==> config.mk <==
export PLATFORM = sky130hd
export DESIGN_NAME = mem_port_arbiter
export DESIGN_NICKNAME = d
export VERILOG_FILES = /design/src/rtl/mem_port_arbiter_pkg.sv /design/src/rtl/mem_arb_timer.sv /design/src/rtl/mem_port_arbiter.sv
export SDC_FILE = /design/constraint.sdc
export NUM_CORES = 1
export LEC_CHECK = 0
export CORE_MARGIN = 1.5
export CORE_UTILIZATION = 41
export DETAILED_ROUTE_END_ITERATION = 16
export PLACE_DENSITY_LB_ADDON = 0.08
export SLEW_MARGIN = 20
export SYNTH_ARGS = -nofsm -noshare
export SYNTH_HDL_FRONTEND = slang
export SYNTH_SLANG_ARGS = --single-unit
export TNS_END_PERCENT = 50
==> constraint.sdc <==
create_clock -name clk -period 1.65 [get_ports clk]
set_input_delay 0.33 -clock clk [delete_from_list [all_inputs] [get_ports clk]]
set_output_delay 0.33 -clock clk [all_outputs]
set_load 0.02 [all_outputs]
==> src/rtl/mem_port_arbiter_pkg.sv <==
// Shared encodings for the instruction/data memory port arbiter.
// Optional feature macro: MEMARB_TIMEOUT_EN (see mem_port_arbiter.sv).
package mem_port_arbiter_pkg;

  typedef enum logic [1:0] {
    StIdle = 2'd0,
    StBusy = 2'd1,
    StResp = 2'd2
  } arb_state_e;

  typedef enum logic {
    GntIf = 1'b0,
    GntD  = 1'b1
  } arb_gnt_e;

  localparam int unsigned CtrlW = 3;

  // dm_ctrl word-access code; fetches always use it
  localparam logic [CtrlW-1:0] DmWord = 3'b000;

endpackage

==> src/rtl/mem_arb_timer.sv <==
// Loadable down-counter with an expire flag; bounds how long BUSY may wait for mem_ack.
// Instantiated by mem_port_arbiter only when MEMARB_TIMEOUT_EN is defined.
module mem_arb_timer #(
  parameter int unsigned W = 8
) (
  input  logic         clk,
  input  logic         reset,
  input  logic         load,
  input  logic [W-1:0] load_val,
  input  logic         dec,
  output logic         expired
);

  logic [W-1:0] count_q;

  always_ff @(posedge clk) begin
    if (reset) begin
      count_q <= '0;
    end else if (load) begin
      count_q <= load_val;
    end else if (dec && (count_q != '0)) begin
      count_q <= count_q - 1'b1;
    end
  end

  assign expired = (count_q == '0);

endmodule

==> src/rtl/mem_port_arbiter.sv <==
// Arbitrates the CPU fetch and data ports onto one single-ported memory (IDLE/BUSY/RESP).
// Define MEMARB_TIMEOUT_EN to abort accesses that wait TIMEOUT_CYC BUSY cycles without mem_ack.
module mem_port_arbiter
  import mem_port_arbiter_pkg::*;
#(
  parameter int unsigned AW           = 32,
  parameter int unsigned DW           = 32,
  parameter int unsigned MAX_D_STREAK = 4,
  parameter int unsigned TIMEOUT_CYC  = 255
) (
  input  logic             clk,
  input  logic             reset,
  input  logic             if_req,
  input  logic [AW-1:0]    if_addr,
  output logic [DW-1:0]    if_rdata,
  output logic             if_ready,
  input  logic             d_req,
  input  logic             d_we,
  input  logic [AW-1:0]    d_addr,
  input  logic [DW-1:0]    d_wdata,
  input  logic [CtrlW-1:0] d_ctrl,
  output logic [DW-1:0]    d_rdata,
  output logic             d_ready,
  output logic             mem_req,
  output logic             mem_we,
  output logic [AW-1:0]    mem_addr,
  output logic [DW-1:0]    mem_wdata,
  output logic [CtrlW-1:0] mem_ctrl,
  input  logic             mem_ack,
  input  logic [DW-1:0]    mem_rdata,
  output logic             arb_err
);

  localparam int unsigned SW = $clog2(MAX_D_STREAK + 1);

  arb_state_e       state_q, state_d;
  arb_gnt_e         gnt_q;
  logic [SW-1:0]    streak_q;
  logic             grant_data, grant_fetch, timeout_hit;
  logic             mem_req_q, mem_we_q, arb_err_q;
  logic [AW-1:0]    mem_addr_q;
  logic [DW-1:0]    mem_wdata_q, if_rdata_q, d_rdata_q;
  logic [CtrlW-1:0] mem_ctrl_q;

`ifdef MEMARB_TIMEOUT_EN
  localparam int unsigned TW = $clog2(TIMEOUT_CYC + 1);
  logic timer_expired;

  // Reloaded every IDLE cycle so each BUSY entry starts a fresh window
  mem_arb_timer #(
    .W(TW)
  ) u_timer (
    .clk      (clk),
    .reset    (reset),
    .load     (state_q == StIdle),
    .load_val (TW'(TIMEOUT_CYC - 1)),
    .dec      (state_q == StBusy),
    .expired  (timer_expired)
  );

  assign timeout_hit = (state_q == StBusy) && timer_expired && !mem_ack;
`else
  assign timeout_hit = 1'b0;
`endif

  // Data is the older instruction; the streak limit keeps fetch from starving
  always_comb begin
    grant_data  = d_req && (!if_req || (32'(streak_q) < MAX_D_STREAK));
    grant_fetch = if_req && !grant_data;
    state_d     = state_q;
    case (state_q)
      StIdle:  if (grant_data || grant_fetch) state_d = StBusy;
      StBusy:  if (mem_ack || timeout_hit) state_d = StResp;
      StResp:  state_d = StIdle;
      default: state_d = StIdle;
    endcase
  end

  always_ff @(posedge clk) begin
    if (reset) begin
      state_q     <= StIdle;
      gnt_q       <= GntIf;
      streak_q    <= '0;
      mem_req_q   <= 1'b0;
      mem_we_q    <= 1'b0;
      mem_addr_q  <= '0;
      mem_wdata_q <= '0;
      mem_ctrl_q  <= '0;
      if_rdata_q  <= '0;
      d_rdata_q   <= '0;
      arb_err_q   <= 1'b0;
    end else begin
      state_q <= state_d;
      case (state_q)
        StIdle: begin
          arb_err_q <= 1'b0;
          if (grant_data) begin
            gnt_q       <= GntD;
            mem_req_q   <= 1'b1;
            mem_we_q    <= d_we;
            mem_addr_q  <= d_addr;
            mem_wdata_q <= d_wdata;
            mem_ctrl_q  <= d_ctrl;
            if (!if_req) begin
              streak_q <= '0;
            end else if (32'(streak_q) < MAX_D_STREAK) begin
              streak_q <= streak_q + 1'b1;
            end
          end else if (grant_fetch) begin
            gnt_q       <= GntIf;
            mem_req_q   <= 1'b1;
            mem_we_q    <= 1'b0;
            mem_addr_q  <= if_addr;
            mem_wdata_q <= '0;
            mem_ctrl_q  <= DmWord;
            streak_q    <= '0;
          end
        end
        StBusy: begin
          if (mem_ack) begin
            mem_req_q <= 1'b0;
            if (gnt_q == GntIf) begin
              if_rdata_q <= mem_rdata;
            end else if (!mem_we_q) begin
              d_rdata_q <= mem_rdata;
            end
          end else if (timeout_hit) begin
            mem_req_q <= 1'b0;
            arb_err_q <= 1'b1;
            if (gnt_q == GntIf) begin
              if_rdata_q <= '0;
            end else begin
              d_rdata_q <= '0;
            end
          end
        end
        default: arb_err_q <= 1'b0;
      endcase
    end
  end

  assign if_ready  = (state_q == StResp) && (gnt_q == GntIf);
  assign d_ready   = (state_q == StResp) && (gnt_q == GntD);
  assign if_rdata  = if_rdata_q;
  assign d_rdata   = d_rdata_q;
  assign mem_req   = mem_req_q;
  assign mem_we    = mem_we_q;
  assign mem_addr  = mem_addr_q;
  assign mem_wdata = mem_wdata_q;
  assign mem_ctrl  = mem_ctrl_q;
  assign arb_err   = arb_err_q;

endmodule

# Yosys cells after proc, flatten, opt, wreduce, memory -nomap -nowiden
# Cells that the tools add are included.
[classes]
addsub = 1
multipliers = 0
div_mod_pow = 0
magnitude_cmp = 1
eq_ne = 6
shifts = 0
muxes = 19
bitwise_logic = 2
reduce_logical = 17
[op_table]
columns = ["op", "count"]
rows = [
  ["32-bit two-way mux", 4],
  ["3-bit two-way mux", 5],
  ["3-bit AND reduction", 3],
  ["1-bit two-way mux", 6],
  ["1-bit logical AND", 4],
  ["2-bit two-way mux", 2],
  ["2-bit inequality test (second input constant)", 2],
  ["2-bit case mux with 2 select lines", 1],
  ["2-bit AND reduction", 2],
  ["4-bit AND reduction", 1],
  ["2-bit nonzero test", 2],
  ["3-bit by 1-bit adder with 3-bit output (second input constant)", 1],
  ["3-bit < comparator (second input constant)", 1],
  ["3-bit by 2-bit inequality test with 1-bit output (second input constant)", 1],
  ["3-bit inequality test (second input constant)", 1],
  ["2-bit by 1-bit == test with 1-bit output (second input constant)", 1],
  ["2-bit == test (second input constant)", 1],
  ["1-bit logical NOT", 2],
  ["2-bit logical NOT", 1],
  ["1-bit logical OR", 2],
  ["1-bit inverter", 2],
  ["1-bit case mux with 2 select lines", 1],
]
[totals]
register_bits = 139
latch_bits = 0
ram_bits = 0
mem_bits_ro = 0
input_bits = 137
output_inout_bits = 136
elab_cells = 56
memories = 0

# Longest topological paths before layout
[depth]
word_depth = 8
ltp_mapped = 6
ltp_nobuf = 4

# Worst setup path after synthesis
# No wires, ideal clock.
[synth_timing]
path_type = "in2reg"
start = "in d_req"
end = "reg mem_addr_q[26], in the netlist mem_addr[26]"
setup_time_ps = 133
arrival_ps = 1270
required_ps = 1517
path_slack_ps = 247
stages = 6
path_cell_list = "buf_2 > or2_2 > buf_2 > clkbuf_1 > a21oi_1 > a311oi_1"
[synth_between]
elab_chain_cells = 5
elab_cells_between_ends = 6
[synth_lines]
columns = ["element", "line_no", "rtl"]
rows = [
  ["start, declared", "mem_port_arbiter.sv:17", "input logic d_req,"],
  ["1-bit logical AND (*)", "mem_port_arbiter.sv:68", "grant_data = d_req && (!if_req || (32'(streak_q) < MAX_D_STREAK));"],
  ["1-bit logical NOT", "mem_port_arbiter.sv:69", "grant_fetch = if_req && !grant_data;"],
  ["1-bit logical AND", "mem_port_arbiter.sv:69", ""],
  ["2-bit nonzero test (no source line)", "--", ""],
  ["2-bit AND reduction (no source line)", "--", ""],
  ["end signal, assigned", "mem_port_arbiter.sv:101", "mem_addr_q <= d_addr;"],
  ["end signal, assigned", "mem_port_arbiter.sv:113", "mem_addr_q <= if_addr;"],
  ["end, declared", "mem_port_arbiter.sv:41", "logic [AW-1:0] mem_addr_q;"],
]
# Mark *: on every way between the ends. The rest lies on a longest branch, timed or not.
# A chain may end at the register's enable or synchronous reset.

# Worst setup path after layout
[layout_timing]
start = "reg state_q[0]"
end = "out d_ready"
[layout_between]
elab_chain_cells = 2
[layout_lines]
columns = ["element", "line_no", "rtl"]
rows = [
  ["start, declared", "mem_port_arbiter.sv:36", "arb_state_e state_q, state_d;"],
  ["start signal, assigned", "mem_port_arbiter.sv:81", "state_q <= StIdle;"],
  ["start signal, assigned", "mem_port_arbiter.sv:93", "state_q <= state_d;"],
  ["2-bit == test", "mem_port_arbiter.sv:143", "assign d_ready = (state_q == StResp) && (gnt_q == GntD);"],
  ["1-bit logical AND", "mem_port_arbiter.sv:143", ""],
  ["end, declared", "mem_port_arbiter.sv:23", "output logic d_ready,"],
]
# No other way between the ends.

==> flow_results.org <==
** Status
- Outcome :: completed

** Logic synthesis
- The synthesized netlist contains 32 unique library cells.
- Sequential-to-total area share from yosys stat :: 48.56%
- The synthesized netlist occupies a cell area of 5730 sq um.
- Top FF cell, synth :: sky130_fd_sc_hd__dfxtp_1
- Post-synthesis simple-gate area fraction :: 21.94%
- The largest total area in the synthesized netlist belongs to sky130_fd_sc_hd__dfxtp_1.
- Counting flops with an async set or reset pin after synthesis yields a share of 0%.
- Counting flops with a built-in enable in the synthesized netlist gives 0.
- Post-Syn Nets :: 812
- Of the post-synthesis cell area, the dominant cell type holds about half.
- YS warnings :: 0
- Multiplexer area fraction after synthesis :: 5.590%
- Top cells by area, synth :: sky130_fd_sc_hd__dfxtp_1, sky130_fd_sc_hd__a21oi_1, sky130_fd_sc_hd__nand2_1
- Average cell area after synthesis :: between 8 and 9 sq um
- Complex-gate fraction of the synthesized area :: 17.95%
- Adder and majority cell fraction of the synthesized area :: 0.2183%
- Synthesis produced between 600 and 700 cells.
- Xor/xnor share of the synthesized area :: 0%
- Largest family of logic cells by synthesized area :: simple AND/OR/NAND/NOR gates
- Register bit count reported by yosys :: ~140

** Finish
- Most common cell after layout, fill and taps aside :: sky130_fd_sc_hd__dfxtp_1
- Non-Filler Cell Area, Final :: 9173 sq um
- Relative to the synthesized area, the layout overhead comes to 60.07%.
- Of the cells placed in the final design, the portion with a size suffix greater than 1 is 8.128%.
- The filler cells instantiated in the layout total ~1200.
- The top cell types in the final layout, fill and taps aside, are sky130_fd_sc_hd__dfxtp_1, sky130_fd_sc_hd__clkdlybuf4s50_1, sky130_fd_sc_hd__dlygate4sd2_1.
- Nets :: 1060
- Antenna diode count :: 0
- Cells fill 66.60% of the core in the end.

** Detailed routing
- Remaining design rule violation count :: 0
- Initial DRC Count :: between 300 and 400
- Total via count in the routed design :: between 5000 and 6000
- Dividing the detail-routed via count by the number of cells gives about 5.2.
- Final routed wire length divided by cell count :: 16.23 um
- Total wirelength of the detailed-routed design :: around 18 mm
- Post-route ant nets :: 0
- Detailed Routing Iterations Pass 1 :: 4

** Clock network
- Post-CTS setup-driven buffer insertion count :: 0
- Cts bufs inserted :: 17
- Number of buffers between clock root and the deepest sink :: 2
- Clock sink count :: 139
- TritonCTS clock tree :: yes
- Clock input transition at the sequential cells of the worst setup and hold paths :: roughly 0.06 ns
- Insertion delay of the later-clocked pin in the worst-skew pair :: 0.42 ns
- Depth of the CTS H-tree :: 4
- Cell at the root of the clock tree :: sky130_fd_sc_hd__clkbuf_16

** GRT
- The first global-routing pass estimated 28.01 mm of wire.
- Largest net degree at the start of global routing :: 75
- The via count of the first global-routing pass was 5733.
- Antenna violations before repair :: 0
- For this run, the total global-route usage over all layers was measured as 24.14%.
- Summed over all layers, the global routing overflow is 0.

** STA
- Clock period minus final worst setup slack :: between 1.5 and 2 ns
- Unrepaired setup endpoints after global routing :: no
- Final number of max-transition violations :: 0
- Setup violations remaining at the end of the flow were counted as 0.
- The clock arrives with 0.007684 ns of skew.
- The number of hold violations in the final report is 0.
- Based on the critical path, the design can be clocked at up to 624.9 MHz.
- In the post-route analysis, the smallest setup slack over all paths is 0.04985 ns.
- Part of the cycle the worst path needs :: 96.98%

** Critical path
- Capturing element type of the critical path :: output port
- STA classifies the critical path startpoint as a flop.
- For the worst setup path, the data required time is roughly 1.3 ns.
- Along the worst path, the maximum fanout reaches 6.
- Data on the critical path arrives at its endpoint at roughly 1.3 ns.
- Critical path class :: reg -> out

** Floorplan
- The die covers between 10000 and 15000 sq um.
- DIE HEIGHT :: 121.2 um
- Number of primary I/O pins :: 273
- The core region is 13770 sq um.
- Standard-cell row count :: 43
- Initial standard-cell utilization of the core :: approximately two fifths
- Chip Width :: around 120 um

** Power
- Power density of the placed cells :: 1005 nW/um^2
- Leakage power total :: 4.120 nW
- IR analysis of the VDD net gives a maximum drop of roughly 0.00058 V.

** Run
- The tool flagged a number of max-cap violations equal to 0.

** Placement
- Once detailed placement completed, the half-perimeter wirelength came to 12.41 mm.
- Routability congestion estimate :: 0.8006
- Count of input and output buffers :: 271
- After detailed placement, the total cell area comes to roughly 8700 sq um.
- Post-placement setup slack :: -0.2999 ns

** Hold path
- Worst hold path type :: in -> reg
==> flip-flops by register name, indices dropped and copies added, names as in the netlist <==
name,cells
streak_q,3
mem_addr,32
if_rdata,32
mem_we,1
mem_wdata,32
gnt_q,1
d_rdata,32
mem_ctrl,3
state_q,2
mem_req,1
==> synth_stat cells (2+ instances only) <==
cell type,number
sky130_fd_sc_hd__dfxtp_1,139
sky130_fd_sc_hd__nand2b_1,64
sky130_fd_sc_hd__nand3_1,2
sky130_fd_sc_hd__mux2i_1,32
sky130_fd_sc_hd__o21ai_0,34
sky130_fd_sc_hd__nor2_1,4
sky130_fd_sc_hd__buf_6,5
sky130_fd_sc_hd__a311oi_1,32
sky130_fd_sc_hd__clkbuf_1,51
sky130_fd_sc_hd__nand2_1,131
sky130_fd_sc_hd__nand4_1,37
sky130_fd_sc_hd__buf_2,13
sky130_fd_sc_hd__a21oi_1,106
sky130_fd_sc_hd__o21ai_1,6
==> critical path, stage by stage, from the launching register on <==
cell                              delay [ns]
sky130_fd_sc_hd__dfxtp_2                0.40
sky130_fd_sc_hd__and3b_1                0.19
sky130_fd_sc_hd__clkdlybuf4s15_2        0.26
==> layout make-up <==
type,count,area [sq um],share of cell area (%)
Multi-Input combinational cell,464,2659,28.99
Tap cell,180,225.2,2.455
Clock inverter,14,170.2,1.855
Sequential cell,139,2784,30.35
Clock buffer,18,439.2,4.788
Timing Repair Buffer,300,2895,31.56
==> final timing paths <==
path	from	to	slack, ns	cells past startpoint
worst min register to register	if_rdata[0]	if_rdata[0]	0.45	2
worst max register to register	state_q[1]	streak_q[2]	0.13	4
worst min-delay path	reset	if_rdata[30]	0.36	3
worst max-delay path	state_q[0]	d_ready	0.05	2
==> what timing repair did <==
item | 4_1_cts | 5_1_grt
hold buffers | 0 | 0
resized for setup | 141 | 2
endpoints found under the setup margin | 135 | 1
==> report_power, final <==
group	switching (W)	total, W	leakage, nW	internal [W]
Combinational	0.000875	0.00165	2.71	0.000777
Clock	0.00149	0.00391	0.277	0.00242
Sequential	0.000100	0.00366	1.14	0.00356
==> per-layer routing <==
metal	global-route usage (%)	part of all wire, %
met5	0	0
met4	11.10	3.4
met3	7.848	7.9
met2	40.66	48
met1	27.80	41
==> per-stage QoR <==
| step | setup TNS (ns) | power [W] | hold WS, ns | std cells |
|---|---|---|---|---|
| after detailed placement | -21.13 | 0.005516 | 0.4466 | 1083 |
| after global routing | 0 | 0.009577 | 0.3625 | 1115 |
| after floorplan | 0 | 0.004552 | 0.4536 | 674 |
| after global placement | -16.62 | 0.005478 | 0.4410 | 1083 |
| final | 0 | 0.009219 | 0.3581 | 1115 |
| after CTS | -0.05152 | 0.009295 | 0.3365 | 1115 |
==> cells by family after synthesis <==
kind of cell / count (synthesis)
other: 1
flip-flops: 139
buffers and inverters: 71
AO/OA/AOI/OAI: 180
multiplexers: 32
AND/OR/NAND/NOR: 250
adder cells (fa/ha/maj): 1
No activity file was read; power rests on OpenSTA's default activity.
